**src/rtl/uart_alu_pkg.sv**
```systemverilog
// Shared types and defaults for the UART-to-ALU frame sequencer.
package uart_alu_pkg;

    localparam int unsigned DATA_BITS_DEFAULT   = 8;
    localparam int unsigned OPCODE_BITS_DEFAULT = 6;
    localparam int unsigned FRAME_CNT_BITS      = 8;

    typedef enum logic [2:0] {
        GET_A  = 3'd0,
        GET_B  = 3'd1,
        GET_OP = 3'd2,
        EXEC   = 3'd3,
        SEND   = 3'd4
    } seq_state_e;

    // States in which an RX byte may be popped.
    function automatic logic is_get_state(input seq_state_e s);
        return (s == GET_A) || (s == GET_B) || (s == GET_OP);
    endfunction

    // States in which a partial frame is open and the inter-byte timer runs.
    function automatic logic is_mid_frame(input seq_state_e s);
        return (s == GET_B) || (s == GET_OP);
    endfunction

endpackage

```
**src/rtl/uart_alu_sequencer_if.sv**
```systemverilog
// FIFO and ALU connections of the sequencer; master is the sequencer side.
interface uart_alu_sequencer_if
    import uart_alu_pkg::*;
#(
    parameter int unsigned DATA_BITS   = DATA_BITS_DEFAULT,
    parameter int unsigned OPCODE_BITS = OPCODE_BITS_DEFAULT
);

    logic                   i_rx_empty;
    logic [DATA_BITS-1:0]   i_r_data;
    logic                   i_tx_full;
    logic [DATA_BITS-1:0]   i_alu_result;
    logic                   o_rd_uart;
    logic                   o_wr_uart;
    logic [DATA_BITS-1:0]   o_w_data;
    logic [DATA_BITS-1:0]   o_op_a;
    logic [DATA_BITS-1:0]   o_op_b;
    logic [OPCODE_BITS-1:0] o_op_code;

    modport master (
        input  i_rx_empty,
        input  i_r_data,
        input  i_tx_full,
        input  i_alu_result,
        output o_rd_uart,
        output o_wr_uart,
        output o_w_data,
        output o_op_a,
        output o_op_b,
        output o_op_code
    );

    modport slave (
        output i_rx_empty,
        output i_r_data,
        output i_tx_full,
        output i_alu_result,
        input  o_rd_uart,
        input  o_wr_uart,
        input  o_w_data,
        input  o_op_a,
        input  o_op_b,
        input  o_op_code
    );

endinterface

```
**src/rtl/frame_timeout_counter.sv**
```systemverilog
// Inter-byte watchdog: counts empty cycles inside a frame and flags expiry.
module frame_timeout_counter #(
    parameter int unsigned TIMEOUT_CYCLES = 1000000,
    parameter int unsigned CNT_BITS       = 20
) (
    input  logic clk,
    input  logic reset,
    input  logic clear,
    input  logic enable,
    output logic expire,
    output logic running
);

    localparam logic [CNT_BITS-1:0] LAST_COUNT = CNT_BITS'(TIMEOUT_CYCLES - 1);

    logic [CNT_BITS-1:0] count;

    // A byte popped on the expiry cycle wins, so clear masks expire.
    assign expire  = enable && !clear && (count == LAST_COUNT);
    assign running = (count != '0);

    always_ff @(posedge clk) begin
        if (reset) begin
            count <= '0;
        end else if (clear || expire) begin
            count <= '0;
        end else if (enable) begin
            count <= count + CNT_BITS'(1);
        end
    end

endmodule

```
**src/rtl/uart_alu_sequencer.sv**
```systemverilog
// Pops A, B, opcode from the RX FIFO, runs them through the ALU and pushes the
// result to the TX FIFO; a stalled partial frame is dropped after a timeout.
module uart_alu_sequencer
    import uart_alu_pkg::*;
#(
    parameter int unsigned DATA_BITS      = DATA_BITS_DEFAULT,
    parameter int unsigned OPCODE_BITS    = OPCODE_BITS_DEFAULT,
    parameter int unsigned TIMEOUT_CYCLES = 1000000,
    parameter int unsigned CNT_BITS       = 20
) (
    input  logic                      i_clk,
    input  logic                      i_reset,
    uart_alu_sequencer_if.master      bus,
    output logic                      o_busy,
    output logic                      o_timeout,
    output logic [FRAME_CNT_BITS-1:0] o_frame_cnt
);

    seq_state_e           state;
    logic [DATA_BITS-1:0] rx_byte;
    logic                 pop;
    logic                 push;
    logic                 tmo_enable;
    logic                 tmo_expire;
    logic                 tmo_running;

    assign rx_byte = bus.i_r_data;

    // FIFO strobes are combinational so a byte moves on the edge it is offered.
    assign pop        = is_get_state(state) && !bus.i_rx_empty;
    assign push       = (state == SEND) && !bus.i_tx_full;
    assign tmo_enable = is_mid_frame(state) && bus.i_rx_empty;

    assign bus.o_rd_uart = pop;
    assign bus.o_wr_uart = push;
    assign o_busy        = (state != GET_A) || tmo_running;

    frame_timeout_counter #(
        .TIMEOUT_CYCLES (TIMEOUT_CYCLES),
        .CNT_BITS       (CNT_BITS)
    ) u_timeout (
        .clk     (i_clk),
        .reset   (i_reset),
        .clear   (pop),
        .enable  (tmo_enable),
        .expire  (tmo_expire),
        .running (tmo_running)
    );

    always_ff @(posedge i_clk) begin
        if (i_reset) begin
            state         <= GET_A;
            bus.o_op_a    <= '0;
            bus.o_op_b    <= '0;
            bus.o_op_code <= '0;
            bus.o_w_data  <= '0;
            o_frame_cnt   <= '0;
            o_timeout     <= 1'b0;
        end else begin
            o_timeout <= 1'b0;
            case (state)
                GET_A: begin
                    if (pop) begin
                        bus.o_op_a <= rx_byte;
                        state      <= GET_B;
                    end
                end
                GET_B: begin
                    if (pop) begin
                        bus.o_op_b <= rx_byte;
                        state      <= GET_OP;
                    end else if (tmo_expire) begin
                        o_timeout <= 1'b1;
                        state     <= GET_A;
                    end
                end
                GET_OP: begin
                    if (pop) begin
                        bus.o_op_code <= rx_byte[OPCODE_BITS-1:0];
                        state         <= EXEC;
                    end else if (tmo_expire) begin
                        o_timeout <= 1'b1;
                        state     <= GET_A;
                    end
                end
                EXEC: begin
                    // Operands have been stable since capture, so the ALU output is settled.
                    bus.o_w_data <= bus.i_alu_result;
                    state        <= SEND;
                end
                SEND: begin
                    if (push) begin
                        o_frame_cnt <= o_frame_cnt + FRAME_CNT_BITS'(1);
                        state       <= GET_A;
                    end
                end
                default: begin
                    state <= GET_A;
                end
            endcase
        end
    end

endmodule
```
**src/flat_wrapper.sv**
```systemverilog
// flat-port wrapper written by rule: the top's interface ports become plain ports
module uart_alu_sequencer_flat import uart_alu_pkg::*;
#(
    parameter int unsigned DATA_BITS      = DATA_BITS_DEFAULT,
    parameter int unsigned OPCODE_BITS    = OPCODE_BITS_DEFAULT,
    parameter int unsigned TIMEOUT_CYCLES = 1000000,
    parameter int unsigned CNT_BITS       = 20
)
  (i_clk, i_reset, o_busy, o_timeout, o_frame_cnt, bus_i_rx_empty, bus_i_r_data, bus_i_tx_full, bus_i_alu_result, bus_o_rd_uart, bus_o_wr_uart, bus_o_w_data, bus_o_op_a, bus_o_op_b, bus_o_op_code);
  uart_alu_sequencer_if #(.DATA_BITS(DATA_BITS), .OPCODE_BITS(OPCODE_BITS)) bus_i ();
  input  logic i_clk;
  input  logic i_reset;
  output logic o_busy;
  output logic o_timeout;
  output logic [FRAME_CNT_BITS-1:0] o_frame_cnt;
  input wire logic [$bits(bus_i.i_rx_empty)-1:0] bus_i_rx_empty;
  input wire logic [$bits(bus_i.i_r_data)-1:0] bus_i_r_data;
  input wire logic [$bits(bus_i.i_tx_full)-1:0] bus_i_tx_full;
  input wire logic [$bits(bus_i.i_alu_result)-1:0] bus_i_alu_result;
  output wire logic [$bits(bus_i.o_rd_uart)-1:0] bus_o_rd_uart;
  output wire logic [$bits(bus_i.o_wr_uart)-1:0] bus_o_wr_uart;
  output wire logic [$bits(bus_i.o_w_data)-1:0] bus_o_w_data;
  output wire logic [$bits(bus_i.o_op_a)-1:0] bus_o_op_a;
  output wire logic [$bits(bus_i.o_op_b)-1:0] bus_o_op_b;
  output wire logic [$bits(bus_i.o_op_code)-1:0] bus_o_op_code;
  assign bus_i.i_rx_empty = bus_i_rx_empty;
  assign bus_i.i_r_data = bus_i_r_data;
  assign bus_i.i_tx_full = bus_i_tx_full;
  assign bus_i.i_alu_result = bus_i_alu_result;
  assign bus_o_rd_uart = bus_i.o_rd_uart;
  assign bus_o_wr_uart = bus_i.o_wr_uart;
  assign bus_o_w_data = bus_i.o_w_data;
  assign bus_o_op_a = bus_i.o_op_a;
  assign bus_o_op_b = bus_i.o_op_b;
  assign bus_o_op_code = bus_i.o_op_code;
  uart_alu_sequencer #(.DATA_BITS(DATA_BITS), .OPCODE_BITS(OPCODE_BITS), .TIMEOUT_CYCLES(TIMEOUT_CYCLES), .CNT_BITS(CNT_BITS)) u_core (.i_clk(i_clk), .i_reset(i_reset), .bus(bus_i), .o_busy(o_busy), .o_timeout(o_timeout), .o_frame_cnt(o_frame_cnt));
endmodule
```
**config.mk**
```make
export PLATFORM = sky130hd
export DESIGN_NAME = uart_alu_sequencer_flat
export DESIGN_NICKNAME = d
export VERILOG_FILES = /design/src/rtl/uart_alu_pkg.sv /design/src/rtl/uart_alu_sequencer_if.sv /design/src/rtl/frame_timeout_counter.sv /design/src/rtl/uart_alu_sequencer.sv /design/src/flat_wrapper.sv
export SDC_FILE = /design/constraint.sdc
export NUM_CORES = 1
export LEC_CHECK = 0
export ABC_CLOCK_PERIOD_IN_PS = 6300
export BUFFER_PORTS_ARGS = -buffer_cell sky130_fd_sc_hd__buf_2
export CELL_PAD_IN_SITES_DETAIL_PLACEMENT = 1
export CELL_PAD_IN_SITES_GLOBAL_PLACEMENT = 2
export CORE_ASPECT_RATIO = 1.2
export CORE_MARGIN = 2
export CORE_UTILIZATION = 35
export CTS_BUF_LIST = sky130_fd_sc_hd__clkbuf_4 sky130_fd_sc_hd__clkbuf_8
export CTS_CLUSTER_SIZE = 40
export DETAILED_ROUTE_END_ITERATION = 8
export PLACE_DENSITY = 0.88
export SLEW_MARGIN = 30
export SYNTH_ARGS = -nofsm -noshare
export SYNTH_HDL_FRONTEND = slang
export SYNTH_SLANG_ARGS = --single-unit
```
**constraint.sdc**
```tcl
create_clock -name i_clk -period 6.3 [get_ports i_clk]
set_input_delay 1.26 -clock i_clk [delete_from_list [all_inputs] [get_ports i_clk]]
set_output_delay 1.26 -clock i_clk [all_outputs]
set_load 0.1 [all_outputs]
```
==> results of run 1 <==
-- Yosys cell counts, types with 2 or more instances --
master / count
o21ai_0: 9
mux2i_1: 16
or3_1: 9
nand2b_1: 2
buf_6: 2
nor3_1: 5
nor4_1: 7
or2_2: 2
o31ai_1: 3
ha_1: 3
a21oi_1: 28
or4_4: 2
and3_1: 3
nor4b_1: 2
xnor2_1: 8
and4_1: 2
dfxtp_1: 62
inv_1: 4
or4_1: 5
nand3_1: 7
xor2_1: 7
nand4_1: 8
clkbuf_1: 11
nor2_1: 35
nand2_1: 42
-- final cells by class --
type	instances	area, µm²	share of cell area, %
sequential	62	1240	38.5
tap	90	113	3.49
clock buffer	9	124	3.84
timing repair buffer	64	332	10.3
clock inverter	7	97.6	3.03
multi-input combinational	214	1300	40.4
inverter	4	15.0	0.466
-- cell families (layout without fill, tap and decap cells) --
group                    count (synthesis)  in the layout  synth area share (%)
AO/OA/AOI/OAI                           43             43                  9.61
XOR/XNOR                                16             16                  6.04
adder cells (fa/ha/maj)                  3              3                  1.43
buffers and inverters                   18             84                  3.28
flip-flops                              62             62                  47.2
multiplexers                            16             16                  6.09
AND/OR/NAND/NOR                        136            136                  26.4
-- report_power, final --
part,switching [W],internal [W]
Sequential,0.00000826,0.000400
Clock,0.000168,0.000224
Combinational,0.0000961,0.0000275
-- how the worst max path moves through the flow --
stage	startpoint	endpoint	slack [ps]
6_report	bus_i_tx_full	bus_o_wr_uart	2430
5_1_grt	bus_i_tx_full	bus_o_wr_uart	2340
4_1_cts	bus_i_tx_full	bus_o_wr_uart	2410
3_5_place_dp	bus_i_tx_full	bus_o_wr_uart	2430
3_3_place_gp	bus_i_tx_full	bus_o_wr_uart	2450
2_1_floorplan	bus_i_rx_empty	bus_o_rd_uart	1260
-- routing by layer --
metal  GRT usage, %  routed length [µm]  up-vias
met3           5.19                 389        8
met4           6.56                  98        0
met5              0                   0        -
met2           27.9                3280       46
li1               -                   -     1157
met1           21.4                2930     1105
-- per-stage QoR --
step | std cells | utilization [%] | worst slack, ps | instance area [µm²]
after floorplan | 294 | - | 1260 | 2630
after global placement | 433 | 41.1 | 2450 | 2990
after detailed placement | 434 | 41.3 | 2430 | 3000
after CTS | 450 | 44.3 | 2410 | 3220
after global routing | 450 | 44.3 | 2340 | 3220
final | 450 | 44.3 | 2430 | 3220
-- layout by cell type, fill, tap and decap left out, types with 2 or more instances in the layout --
cell        instances
nand2b_1            2
nand3_1             7
or3_1               9
nor4_1              7
nor3_1              5
nand4_1             8
buf_4               2
xnor2_1             8
ha_1                3
clkbuf_8            9
and3_1              3
or4_1               5
a21oi_1            28
inv_1               4
dfxtp_1            62
bufinv_16           2
mux2i_1            16
o31ai_1             3
clkinvlp_4          2
buf_2              61
and4_1              2
nor2_1             35
or4_4               2
nand2_1            42
xor2_1              7
or2_2               2
nor4b_1             2
o21ai_0             9
-- registers in the layout, indices dropped and copies added, names as in the netlist --
| signal | flops |
|---|---|
| u_core.u_timeout.count | 20 |
| u_core.bus.o_op_a | 8 |
| u_core.bus.o_op_b | 8 |
| u_core.bus.o_w_data | 8 |
| u_core.o_frame_cnt | 8 |
| u_core.bus.o_op_code | 6 |
| u_core.state | 3 |
| u_core.o_timeout | 1 |
-- worst register-to-register path, stage by stage, from the launching register on --
cell and delay, ps:
dfxtp_1 650, xnor2_4 200, or4_4 600, o41ai_4 640, buf_6 240, nor2_1 70
==> flow_summary.yaml, run 1 <==
outcome:
  status: "finished clean"
run:
  cap_violations: 0
sta:
  slew_viol_final: 0
  holdWs_ps: 454
  hold_viol: 0
  fin_crit_sh_pct: 61.5
  setup_tns_ps: 0
  rsz0062_at_grt: "no"
  finalSetupViolCount: 0
  finClkSkew_ps: 13.8
  max_freq_mhz: 258
  maxSlewHeadroom_pct: 36.7
  min_period_ps: 3870
  worst_pin_slew_ps: 942
power:
  leakage_nw: 1.26
  power_w: 0.000924
  ir_drop_uv: 144
  p_per_area_nw_per_um2: 287
critical_path:
  end_kind: "output port"
  cp_slowest_cell: "nor4b_2"
  cp_max_fo: 9
  reg2reg_slack_ps: 3820
  crit_path_frequent_cell: "buf_2"
  rr_worst_depth: 5
  crit_chain: "buf_2 -> nor4b_2 -> buf_2"
  critical_path_class: "input pin to output port"
  critical-path-max-stage-delay_ps: 680
  cp_num_buf_inv: 2
  regToRegEndpoint: "u_core.u_timeout.count[8]$_SDFFE_PP0P_"
  regToRegStartpoint: "u_core.state[0]$_SDFFE_PP0P_"
  startpoint_type: "input pin"
  cp.required_ps: 5040
  crit_family: "buffers and inverters"
  critPathArrivalTime_ps: 2610
  path_depth: 3
synthesis:
  yosys-top-cells-area: "dfxtp_1 47%, mux2i_1 6.1%, nand2_1 6.0%, a21oi_1 5.3%, nor2_1 5.0%"
  synth_top_area_share_pct: 47.2
  ys_ff_latch: 62
  async_flop_share_pct: 0
  synth_edf_count: 0
  syn-instance-count: 294
  yosysSeqAreaShare_pct: 47.2
  synth_area_um2: 2630
  synthFlopType: "dfxtp_1"
  syn_area_per_cell_um2: 8.95
  synth_cell_type_count: 35
  yosys_warnings: 0
  synth.largest_area_cell: "dfxtp_1"
  synth_fp_nets: 317
clock_network:
  cts-hold-fix-buffers: 0
  h-tree-depth: 3
  cts_buffers: 9
  cts_resized: 0
  cts_buffer_depth: 2
  cts_root_buffer: "clkbuf_8"
  cts_setup_buffers: 0
  clock_latency_ps: 340
  cts_tree: "done"
  clkSinkCount: 62
  clkTransAtPathRegs_ps: 70
route:
  drc: 0
  dr.pass1.iters: 4
  drt-initial-drc-count: 81
  wl_per_cell_um: 14.9
  num_vias: 2316
  drt_wl_total_mm: 6.70
  antenna_left: 0
  vias_per_cell: 5.15
layout:
  diodes: 0
  nNetsFinal: 378
  final_layout_size_suffix_gt1_share_pct: 24.7
  fill_cells: 882
  area_growth_pct: 22.6
place:
  port_buffers: 61
  dpl.hpwl_mm: 4.75
  gp_congestion: 0.745
min_path:
  hold_depth: 2
  hold_start: "u_core.bus.o_op_b[1]$_SDFFE_PP0P_"
  hold_class: "register to register"
  holdPathEnd: "u_core.bus.o_op_b[1]$_SDFFE_PP0P_"
die:
  ios: 62
  die_x_um: 83.1
  die_h_um: 99.0
  rows: 34
  core-area_um2: 7270
  die_area_um2: 8230
  start_util_pct: 36.2
grt:
  grt_first_pass_wirelength_mm: 11.4
  grt_pass1_vias: 2344
  grt-ovfl-total: 0
  grt_max_degree: 45
  grt_usage_pct: 17.2
  antenna_found_initial: 0
Note: power is estimated with default switching activity, not from simulation.
==> run 2: changes to the inputs <==
--- a/config.mk
+++ b/config.mk
@@ -5,17 +5,17 @@
 export SDC_FILE = /design/constraint.sdc
 export NUM_CORES = 1
 export LEC_CHECK = 0
-export ABC_CLOCK_PERIOD_IN_PS = 6300
+export ABC_CLOCK_PERIOD_IN_PS = 3500
 export BUFFER_PORTS_ARGS = -buffer_cell sky130_fd_sc_hd__buf_2
 export CELL_PAD_IN_SITES_DETAIL_PLACEMENT = 1
 export CELL_PAD_IN_SITES_GLOBAL_PLACEMENT = 2
 export CORE_ASPECT_RATIO = 1.2
 export CORE_MARGIN = 2
-export CORE_UTILIZATION = 35
+export CORE_UTILIZATION = 29
 export CTS_BUF_LIST = sky130_fd_sc_hd__clkbuf_4 sky130_fd_sc_hd__clkbuf_8
 export CTS_CLUSTER_SIZE = 40
 export DETAILED_ROUTE_END_ITERATION = 8
-export PLACE_DENSITY = 0.88
+export PLACE_DENSITY = 0.78
 export SLEW_MARGIN = 30
 export SYNTH_ARGS = -nofsm -noshare
 export SYNTH_HDL_FRONTEND = slang
==> constraint.sdc (replaced) <==
create_clock -name i_clk -period 3.5 [get_ports i_clk]
set_input_delay 0.7 -clock i_clk [delete_from_list [all_inputs] [get_ports i_clk]]
set_output_delay 0.7 -clock i_clk [all_outputs]
set_load 0.1 [all_outputs]
==> run 2 against run 1 <==
Critical endpoint is now o_busy. Sequential share of layout area down 0.73 points. Critical path depth up 3. Hold slack worse by 2.1 ps. Global-route usage down 3.1 points. Combinational power up 81%. Total power up 79%. First-iteration DRC count down 41%. Non-clock buffer count up 3. Setup slack worse by 1600 ps. Clock skew down 6.0 ps. Wire length down 2.5%.
==> flow_summary.yaml, run 2 (same netlist as run 1, synthesis figures left out) <==
sta:
  hold_viol: 0
  min_period_ps: 2660
  fin_crit_sh_pct: 76.1
  rsz0062_at_grt: "no"
  maxSlewHeadroom_pct: 60.6
  finClkSkew_ps: 7.79
  finalSetupViolCount: 0
  setup_ws_ps: 837
  max_freq_mhz: 376
  slew_viol_final: 0
  worst_pin_slew_ps: 589
  setup_tns_ps: 0
run:
  cap_violations: 0
die:
  ios: 62
  start_util_pct: 29.4
  core-area_um2: 8940
  die_h_um: 108
  rows: 38
  die_x_um: 90.9
  die_area_um2: 9850
layout:
  area_growth_pct: 25.0
  final_layout_size_suffix_gt1_share_pct: 25.9
  largest_register: "u_core.u_timeout.count"
  layout_common_cells: "62 x dfxtp_1, 61 x buf_2, 42 x nand2_1"
  diodes: 0
  largest_reg_flops: 20
  nNetsFinal: 381
  final_cells: 483
  layout_commonest_cell: "dfxtp_1"
grt:
  antenna_found_initial: 0
  grt_max_degree: 44
  grt_first_pass_wirelength_mm: 11.0
  grt_pass1_vias: 2285
  grt-ovfl-total: 0
  grt_usage_pct: 14.1
power:
  p_int_w: 0.00118
  p_comb_share_pct: 13.5
  ir_drop_uv: 289
  sw_frac_of_total_pct: 28.9
  p_per_area_nw_per_um2: 504
  leakage_nw: 1.28
  p_seq_share_pct: 44.3
  p_clk_share_pct: 42.2
  power_switching_w: 0.000479
route:
  drc: 0
  vias_per_cell: 4.78
  wl_per_cell_um: 13.5
  antenna_left: 0
  num_vias: 2307
  dr.pass1.iters: 4
  drt_wl_total_mm: 6.53
  drt-initial-drc-count: 48
outcome:
  status: "finished clean"
clock_network:
  cts-hold-fix-buffers: 0
  cts_tree: "done"
  clock_latency_ps: 350
  cts_buffers: 9
  cts_root_buffer: "clkbuf_8"
  cts_setup_buffers: 0
  cts_resized: 0
  clkSinkCount: 62
  clkTransAtPathRegs_ps: 70
  h-tree-depth: 3
  cts_buffer_depth: 2
critical_path:
  cp_max_fo: 4
  end_kind: "output port"
  critical_path_class: "register to output port"
  critPathArrivalTime_ps: 1960
  cp.required_ps: 2800
  startpoint_type: "register"
place:
  gp_congestion: 0.729
  port_buffers: 61
  placed_cells: 467
  place_ws_ps: 691
  dpl.hpwl_mm: 4.70
min_path:
  hold_class: "register to register"
[run 2: final cells by class]
type	instances	area (µm²)
fillers	1133	5650
multi-input cells	214	1310
flip-flops and latches	62	1240
repair buffers	67	350
well taps	120	150
clock buffers	10	131
clock inverters	6	86.3
inverters	4	15.0
[run 2: power by group through the flow]
| stage | clock network, W | registers [W] | logic [W] |
|---|---|---|---|
| finish | 0.000700 | 0.000734 | 0.000224 |
| detailed placement | 0 | 0.000750 | 0.000227 |
| CTS | 0.000725 | 0.000734 | 0.000227 |
| global route | 0.000763 | 0.000736 | 0.000238 |
| global placement | 0 | 0.000750 | 0.000224 |
| floorplan | 0 | 0.000839 | 0.0000929 |
[run 2: layer usage]
metal  vias up  global-route usage [%]  wire, µm
li1       1161                       -         -
met5         -                       0         0
met4         0                    4.87        90
met3        10                    6.20       417
met1      1089                    17.4      3060
met2        47                    21.9      2970
[run 2: critical path, stage by stage, from the launching register on]
cell,delay [ps]
dfxtp_1,360
inv_1,90
ha_1,140
nor4b_1,300
nand4_1,130
or2_2,290
buf_2,300
[run 2: path summary, 6_finish.rpt]
kind,startpoint,endpoint,slack [ps],cells past startpoint
max,u_core.u_timeout.count[0]$_SDFFE_PP0P_,o_busy,840,6
min,u_core.bus.o_w_data[3]$_SDFFE_PP0N_,u_core.bus.o_w_data[3]$_SDFFE_PP0N_,450,2
max reg2reg,u_core.state[0]$_SDFFE_PP0P_,u_core.u_timeout.count[11]$_SDFFE_PP0P_,1020,5
min reg2reg,u_core.bus.o_w_data[3]$_SDFFE_PP0N_,u_core.bus.o_w_data[3]$_SDFFE_PP0N_,450,2
[run 2: metrics by stage]
stage	util (%)	power (W)	area [µm²]	hold slack, ps
after floorplan	-	0.000932	2640	465
after global placement	34.3	0.000974	3060	439
after detailed placement	34.3	0.000977	3070	447
after CTS	36.8	0.00169	3290	456
after global routing	36.8	0.00174	3290	476
final	36.8	0.00166	3290	452
